`src/rtl/sap_ctrl_if.sv`:
```
`default_nettype none
// ============================================================================
//  Module      : sap_ctrl_if
//  Description : Control-word bundle between the SAP controller-sequencer and
//                the datapath (fetch side, execute stage, output register).
//  Revision    : 1.0  initial release
// ============================================================================
interface sap_ctrl_if #(
  parameter int T_STATES = 6,
  parameter int OP_W     = 4
);
  logic                step_en;
  logic [OP_W-1:0]     opcode;
  logic [T_STATES-1:0] t_state;
  logic                cp;
  logic                ep;
  logic                lm_n;
  logic                ce_n;
  logic                li_n;
  logic                ei_n;
  logic                la_n;
  logic                lb_n;
  logic                lo_n;
  logic                ea;
  logic                eu;
  logic                su;
  logic                hlt_n;
  logic                halted;

  // Controller side: consumes opcode/step control, produces the control word
  modport master (
    input  step_en, opcode,
    output t_state, cp, ep, lm_n, ce_n, li_n, ei_n,
           la_n, lb_n, lo_n, ea, eu, su, hlt_n, halted
  );

  // Datapath side: supplies opcode/step control, consumes the control word
  modport slave (
    output step_en, opcode,
    input  t_state, cp, ep, lm_n, ce_n, li_n, ei_n,
           la_n, lb_n, lo_n, ea, eu, su, hlt_n, halted
  );
endinterface
`default_nettype wire

```
`src/rtl/sap_controller.sv`:
```
`default_nettype none
// ============================================================================
//  Module      : sap_controller
//  Description : Six-state one-hot ring counter with opcode decode producing
//                the SAP control word each T-state. State advances on the
//                falling clock edge so the word is stable a half-cycle before
//                the rising edge where the datapath registers load.
//  Revision    : 1.0  initial release
// ============================================================================
module sap_controller #(
  parameter int T_STATES = 6,
  parameter int OP_W     = 4
) (
  input  logic      clk,
  input  logic      clr_n,
  sap_ctrl_if.master bus
);

  localparam logic [OP_W-1:0] c_OP_LDA = OP_W'(4'b0000);
  localparam logic [OP_W-1:0] c_OP_ADD = OP_W'(4'b0001);
  localparam logic [OP_W-1:0] c_OP_SUB = OP_W'(4'b0010);
  localparam logic [OP_W-1:0] c_OP_OUT = OP_W'(4'b1110);
  localparam logic [OP_W-1:0] c_OP_HLT = OP_W'(4'b1111);

  // Ring encoding is the one-hot t_state value itself (bit0 = T1)
  typedef enum logic [5:0] {
    ST_T1 = 6'b000001,
    ST_T2 = 6'b000010,
    ST_T3 = 6'b000100,
    ST_T4 = 6'b001000,
    ST_T5 = 6'b010000,
    ST_T6 = 6'b100000
  } state_t;

  state_t          r_state;
  state_t          w_state_nxt;
  logic            r_halt;
  logic            w_halt_nxt;
  logic [OP_W-1:0] r_op;
  logic [OP_W-1:0] w_op_nxt;

  logic w_cp, w_ep, w_lm_n, w_ce_n, w_li_n, w_ei_n;
  logic w_la_n, w_lb_n, w_lo_n, w_ea, w_eu, w_su, w_hlt_n;

  // State register: ring, halt flag and latched opcode, falling-edge clocked
  always_ff @(negedge clk or negedge clr_n) begin
    if (!clr_n) begin
      r_state <= ST_T1;
      r_halt  <= 1'b0;
      r_op    <= '0;
    end else begin
      r_state <= w_state_nxt;
      r_halt  <= w_halt_nxt;
      r_op    <= w_op_nxt;
    end
  end

  // Next-state sequencing and control-word decode from the registered state
  always_comb begin
    w_state_nxt = r_state;
    w_halt_nxt  = r_halt;
    w_op_nxt    = r_op;

    w_cp    = 1'b0;
    w_ep    = 1'b0;
    w_lm_n  = 1'b1;
    w_ce_n  = 1'b1;
    w_li_n  = 1'b1;
    w_ei_n  = 1'b1;
    w_la_n  = 1'b1;
    w_lb_n  = 1'b1;
    w_lo_n  = 1'b1;
    w_ea    = 1'b0;
    w_eu    = 1'b0;
    w_su    = 1'b0;
    w_hlt_n = 1'b1;

    // HALT is sticky: ring frozen, step_en and opcode ignored until clr_n
    if (!r_halt && bus.step_en) begin
      case (r_state)
        ST_T1: w_state_nxt = ST_T2;
        ST_T2: w_state_nxt = ST_T3;
        ST_T3: begin
          w_state_nxt = ST_T4;
          w_op_nxt    = bus.opcode;
          w_halt_nxt  = (bus.opcode == c_OP_HLT);
        end
        ST_T4:   w_state_nxt = ST_T5;
        ST_T5:   w_state_nxt = ST_T6;
        ST_T6:   w_state_nxt = ST_T1;
        default: w_state_nxt = ST_T1;
      endcase
    end

    if (r_halt) begin
      w_hlt_n = 1'b0;
    end else begin
      case (r_state)
        ST_T1: begin
          w_ep   = 1'b1;
          w_lm_n = 1'b0;
        end
        ST_T2: w_cp = 1'b1;
        ST_T3: begin
          w_ce_n = 1'b0;
          w_li_n = 1'b0;
        end
        ST_T4: begin
          if (r_op == c_OP_LDA || r_op == c_OP_ADD || r_op == c_OP_SUB) begin
            w_ei_n = 1'b0;
            w_lm_n = 1'b0;
          end else if (r_op == c_OP_OUT) begin
            w_ea   = 1'b1;
            w_lo_n = 1'b0;
          end
        end
        ST_T5: begin
          if (r_op == c_OP_LDA) begin
            w_ce_n = 1'b0;
            w_la_n = 1'b0;
          end else if (r_op == c_OP_ADD || r_op == c_OP_SUB) begin
            w_ce_n = 1'b0;
            w_lb_n = 1'b0;
            w_su   = (r_op == c_OP_SUB);
          end
        end
        ST_T6: begin
          if (r_op == c_OP_ADD || r_op == c_OP_SUB) begin
            w_eu   = 1'b1;
            w_la_n = 1'b0;
            w_su   = (r_op == c_OP_SUB);
          end
        end
        default: ;
      endcase
    end
  end

  assign bus.t_state = r_state;
  assign bus.cp      = w_cp;
  assign bus.ep      = w_ep;
  assign bus.lm_n    = w_lm_n;
  assign bus.ce_n    = w_ce_n;
  assign bus.li_n    = w_li_n;
  assign bus.ei_n    = w_ei_n;
  assign bus.la_n    = w_la_n;
  assign bus.lb_n    = w_lb_n;
  assign bus.lo_n    = w_lo_n;
  assign bus.ea      = w_ea;
  assign bus.eu      = w_eu;
  assign bus.su      = w_su;
  assign bus.hlt_n   = w_hlt_n;
  assign bus.halted  = r_halt;

endmodule
`default_nettype wire

```
`src/flat_wrapper.sv`:
```
// flat-port wrapper written by rule: the top's interface ports become plain ports
module sap_controller_flat 
#(
  parameter int T_STATES = 6,
  parameter int OP_W     = 4
)
  (clk, clr_n, bus_step_en, bus_opcode, bus_t_state, bus_cp, bus_ep, bus_lm_n, bus_ce_n, bus_li_n, bus_ei_n, bus_la_n, bus_lb_n, bus_lo_n, bus_ea, bus_eu, bus_su, bus_hlt_n, bus_halted);
  sap_ctrl_if #(.T_STATES(T_STATES), .OP_W(OP_W)) bus_i ();
  input  logic clk;
  input  logic clr_n;
  input wire logic [$bits(bus_i.step_en)-1:0] bus_step_en;
  input wire logic [$bits(bus_i.opcode)-1:0] bus_opcode;
  output wire logic [$bits(bus_i.t_state)-1:0] bus_t_state;
  output wire logic [$bits(bus_i.cp)-1:0] bus_cp;
  output wire logic [$bits(bus_i.ep)-1:0] bus_ep;
  output wire logic [$bits(bus_i.lm_n)-1:0] bus_lm_n;
  output wire logic [$bits(bus_i.ce_n)-1:0] bus_ce_n;
  output wire logic [$bits(bus_i.li_n)-1:0] bus_li_n;
  output wire logic [$bits(bus_i.ei_n)-1:0] bus_ei_n;
  output wire logic [$bits(bus_i.la_n)-1:0] bus_la_n;
  output wire logic [$bits(bus_i.lb_n)-1:0] bus_lb_n;
  output wire logic [$bits(bus_i.lo_n)-1:0] bus_lo_n;
  output wire logic [$bits(bus_i.ea)-1:0] bus_ea;
  output wire logic [$bits(bus_i.eu)-1:0] bus_eu;
  output wire logic [$bits(bus_i.su)-1:0] bus_su;
  output wire logic [$bits(bus_i.hlt_n)-1:0] bus_hlt_n;
  output wire logic [$bits(bus_i.halted)-1:0] bus_halted;
  assign bus_i.step_en = bus_step_en;
  assign bus_i.opcode = bus_opcode;
  assign bus_t_state = bus_i.t_state;
  assign bus_cp = bus_i.cp;
  assign bus_ep = bus_i.ep;
  assign bus_lm_n = bus_i.lm_n;
  assign bus_ce_n = bus_i.ce_n;
  assign bus_li_n = bus_i.li_n;
  assign bus_ei_n = bus_i.ei_n;
  assign bus_la_n = bus_i.la_n;
  assign bus_lb_n = bus_i.lb_n;
  assign bus_lo_n = bus_i.lo_n;
  assign bus_ea = bus_i.ea;
  assign bus_eu = bus_i.eu;
  assign bus_su = bus_i.su;
  assign bus_hlt_n = bus_i.hlt_n;
  assign bus_halted = bus_i.halted;
  sap_controller #(.T_STATES(T_STATES), .OP_W(OP_W)) u_core (.clk(clk), .clr_n(clr_n), .bus(bus_i));
endmodule
```
`config.mk`:
```
export PLATFORM = sky130hd
export DESIGN_NAME = sap_controller_flat
export DESIGN_NICKNAME = d
export VERILOG_FILES = /design/src/rtl/sap_ctrl_if.sv /design/src/rtl/sap_controller.sv /design/src/flat_wrapper.sv
export SDC_FILE = /design/constraint.sdc
export NUM_CORES = 1
export LEC_CHECK = 0
export CAP_MARGIN = 15
export CORE_AREA = 2 2 41 51
export CTS_BUF_LIST = sky130_fd_sc_hd__clkbuf_16
export CTS_CLUSTER_SIZE = 20
export DETAILED_ROUTE_END_ITERATION = 16
export DIE_AREA = 0 0 43 53
export GPL_ROUTABILITY_DRIVEN = 0
export PLACE_DENSITY = 0.74
export SLEW_MARGIN = 25
export SYNTH_ARGS = -nofsm -noshare
export SYNTH_HDL_FRONTEND = slang
export SYNTH_SLANG_ARGS = --single-unit
```
`constraint.sdc`:
```
create_clock -name clk -period 2 [get_ports clk]
set_clock_uncertainty 0.05 [all_clocks]
set_input_delay 0.4 -clock clk [delete_from_list [all_inputs] [get_ports clk]]
set_output_delay 0.4 -clock clk [all_outputs]
set_load 0.01 [all_outputs]
```
==> Word-level counts from Yosys, hierarchy flattened <==
Cells that the tools add are included.
{ "totals": {"ff_bits": 11, "word_cells": 58, "in_bits": 7} }
{ "classes": {"eq_ne": 10, "reduce_logical": 7, "muxes": 38} }
{ "op_table": {"columns": ["cell", "count"], "rows": [
  ["1-bit two-way mux", 33],
  ["6-bit one-hot mux with 5 select lines", 1],
  ["4-bit == test, second input constant", 2],
  ["1-bit one-hot mux with 2 select lines", 4],
  ["6-bit by 1-bit == test with 1-bit output, second input constant", 1],
  ["6-bit by 2-bit == test with 1-bit output, second input constant", 1],
  ["6-bit by 3-bit == test with 1-bit output, second input constant", 1],
  ["6-bit by 4-bit == test with 1-bit output, second input constant", 1],
  ["6-bit by 5-bit == test with 1-bit output, second input constant", 1],
  ["6-bit == test, second input constant", 1],
  ["4-bit by 1-bit == test with 1-bit output, second input constant", 1],
  ["4-bit by 2-bit == test with 1-bit output, second input constant", 1],
  ["4-bit zero test", 1],
  ["1-bit logical OR", 3],
  ["2-bit AND reduction", 1],
  ["1-bit logical AND", 1],
  ["1-bit zero test", 1]
]} }

==> Longest topological paths before layout <==
{ "logic_depth": {"depth_word": 6, "mapped_depth": 6, "ltp_nobuf": 4} }

==> results.md <==
- Leak: 0.812 nW
- Total grt overflow: 0
- Flop2flop setup slack: 30 ps
- Setup ws final: -1170 ps
- Iter 0 DRT Violations: 7
- Logic gate share of total power: 3.4%
- GR Util met1: 37.8%
- Die Span X: 43 µm
- FF-to-FF Start: u_core.bus.t_state[4]$_DFFE_NN0P_
- Clk root buf: clkbuf_16
- Hold Path Class: flip-flop to flip-flop
- Initial antenna violation count: 0
- Switching share of power: 19.3%
- Core area: 1790 µm²
- Clock Tree Buf Depth: 2
- Initial DRT Pass Iterations: 4
- Clk_lat worst skew: 330 ps
- Die Height: 53 µm
- Gate count of the mapped netlist: 79
- Setup_tns: -17690 ps
- Worst hold stages: 2
- CP Max Fanout: 5
- Hold Path End: u_core.r_op[0]$_DFFE_NN0P_
- Critical path required time: 1550 ps
- First-pass GRT wire length: 5330 µm
- Total power: 0.000623 W
- Clk slew on worst S/H paths: 30 ps
- Post-synthesis sequential area ratio: 38.2%
- Violated checks: negative setup slack
- Power density cells: 379 nW/µm²
- Nets: 166
- # H-tree levels: 1
- CTS tree: built
- Final hold violation count: 0
- CP Launch Point: u_core.bus.t_state[5]$_DFFE_NN0P_
- Worst-margin pin slew: 317 ps
- Via density: 5.55
- Net Sw Power: 0.000120 W
- YS warnings: 0
- Most frequent cells in the layout: buf_4, buf_6, dfrtn_1, nand2_1, buf_2
- Num CTS Buffers: 3
- Mean Syn Cell Area: 9.17 µm²
- Met2 Usage GRT: 60.1%
- Clock Sinks: 11
- Share of post-route cells with drive strength above 1: 67.7%
- Post-route DRC: 0
- Clk pwr share: 60.5%
- Status: complete, but fails checks
- Post-synth cell types: 35
- Met3 layer usage reported by global route: 8.53%
- Ys flop type: dfrtn_1
- CTS Hold Bufs: 0
- Worst rel slew slack: 78.7%
- Largest net degree at the start of global routing: 11
- Crit end category: primary output
- Crit path kind: flip-flop to primary output
- FF+latch count, synth: 11
- N_diodes: 0
- Final setup fails: 24
- Total Wirelength: 3440 µm
- Initial Util: 40.5%
- Vias in the first global route: 1054
- Placed insts: 149
- Synthesized net count: 86
- Port bufs: 26
- Worst Reg-to-Reg Cells: 7
- Synthesized area: 724 µm²
- Grt peak-use layer: met2
- Hold path start: u_core.r_op[0]$_DFFE_NN0P_
- R2r endpoint: u_core.r_op[2]$_DFFE_NN0P_
- GRT Overall Usage: 34.4%
- Wirelength per Cell: 19.4 µm
- Area of the die: 2280 µm²
- CP Data Arrival Time: 2720 ps
- P_int: 0.000502 W
- Worst VDD drop: 544 µV
- Leading cell type in the layout, fill and taps excluded: buf_4
- Number of synthesized flops with an enable pin: 0
- Critical Path Source Type: flip-flop
- Layout Cells excl Fill: 177
- Via count: 983
- Slew Viols, Final: 0
- RSZ-0062 raised after global routing: true
- Pre-CTS setup slack: -1060 ps
- Final ANT Viol Nets: 0
- DPL Wire Length: 1570 µm
- IO Count: 27
- Sequential Power Share: 36.1%
- Async SR Flop Fraction: 100%
- Layout area overhead: 127%
- MaxCap Viol Count: 0
- Cell row count: 17
-- flip-flops by register name, summed over array words and instances (netlist names) --
| name | flops |
|---|---|
| u_core.r_op | 4 |
| u_core.bus.t_state | 6 |
| u_core.bus.halted | 1 |
-- per-layer routing --
layer | wire length [µm] | share of wire [%]
met5 | 0 | 0
met4 | 112 | 3.3
met3 | 177 | 5.2
met2 | 1810 | 53
met1 | 1340 | 39
-- Yosys cell counts (2+ instances only) --
cell type	number	share of area (%)
o21ai_0	5	3.5
nor2_1	6	3.1
nand3_1	4	2.8
dfrtn_1	10	35
nand2_1	12	6.2
xor2_1	3	3.6
inv_1	3	1.6
nand4_1	2	1.7
nor3_1	2	1.4
nor2b_1	3	2.6
nand2b_1	2	1.7
mux2_4	4	8.3
-- critical path, stage by stage (launching register included) --
cell and delay [ps]:
dfrtn_1 430, buf_6 160, nor4_4 330, nand2_2 120, buf_6 130, a21o_1 140, buf_2 140
-- power groups by stage --
stage / logic, W / registers [W] / clock network (W)
after floorplan: 0.000000938 / 0.000228 / 0.00000626
after global placement: 0.0000217 / 0.000228 / 0.00000626
after detailed placement: 0.0000219 / 0.000228 / 0.00000626
after CTS: 0.0000201 / 0.000225 / 0.000366
after global routing: 0.0000224 / 0.000224 / 0.000398
final: 0.0000214 / 0.000225 / 0.000377
-- how the worst max path moves through the flow --
stage	endpoint	slack [ps]
after CTS	bus_ce_n	-1130
after floorplan	bus_ce_n	-790
final	bus_lm_n	-1170
after global routing	bus_lm_n	-1210
after global placement	bus_ce_n	-1050
after detailed placement	bus_ce_n	-1060
-- layout make-up --
| type | instances | area (µm²) |
|---|---|---|
| clock buffer | 3 | 75.1 |
| clock inverter | 2 | 7.51 |
| fill | 69 | 143 |
| inverter | 2 | 7.51 |
| multi-input combinational | 61 | 539 |
| sequential | 11 | 277 |
| tap | 19 | 23.8 |
| timing repair buffer | 79 | 714 |
-- kinds of logic (layout without fill, tap and decap cells) --
logic type,after synthesis,in the layout,share of synthesized area [%]
AO/OA/AOI/OAI,12,12,10.9
XOR/XNOR,3,3,3.63
buffers and inverters,7,86,5.01
multiplexers,5,5,9.84
AND/OR/NAND/NOR,41,41,32.5
flip-flops,11,11,38.2
-- stage by stage --
| step | area, µm² | hold slack, ps | utilization (%) |
|---|---|---|---|
| 5_1_grt | 1640 | 608 | 92.0 |
| 2_1_floorplan | 791 | 471 | - |
| 4_1_cts | 1650 | 546 | 92.2 |
| 6_report | 1640 | 568 | 92.0 |
| 3_3_place_gp | 1250 | 464 | 69.9 |
| 3_5_place_dp | 1250 | 486 | 69.9 |
-- repair_timing --
| action | in CTS | in global routing |
|---|---|---|
| gates resized for setup | 126 | 6 |
| pin swaps | 15 | 8 |
| cloned | 0 | 0 |
| endpoints found under the setup margin | 31 | 24 |
| setup buffers | 26 | 4 |
Power figures use the tool's default switching activity.
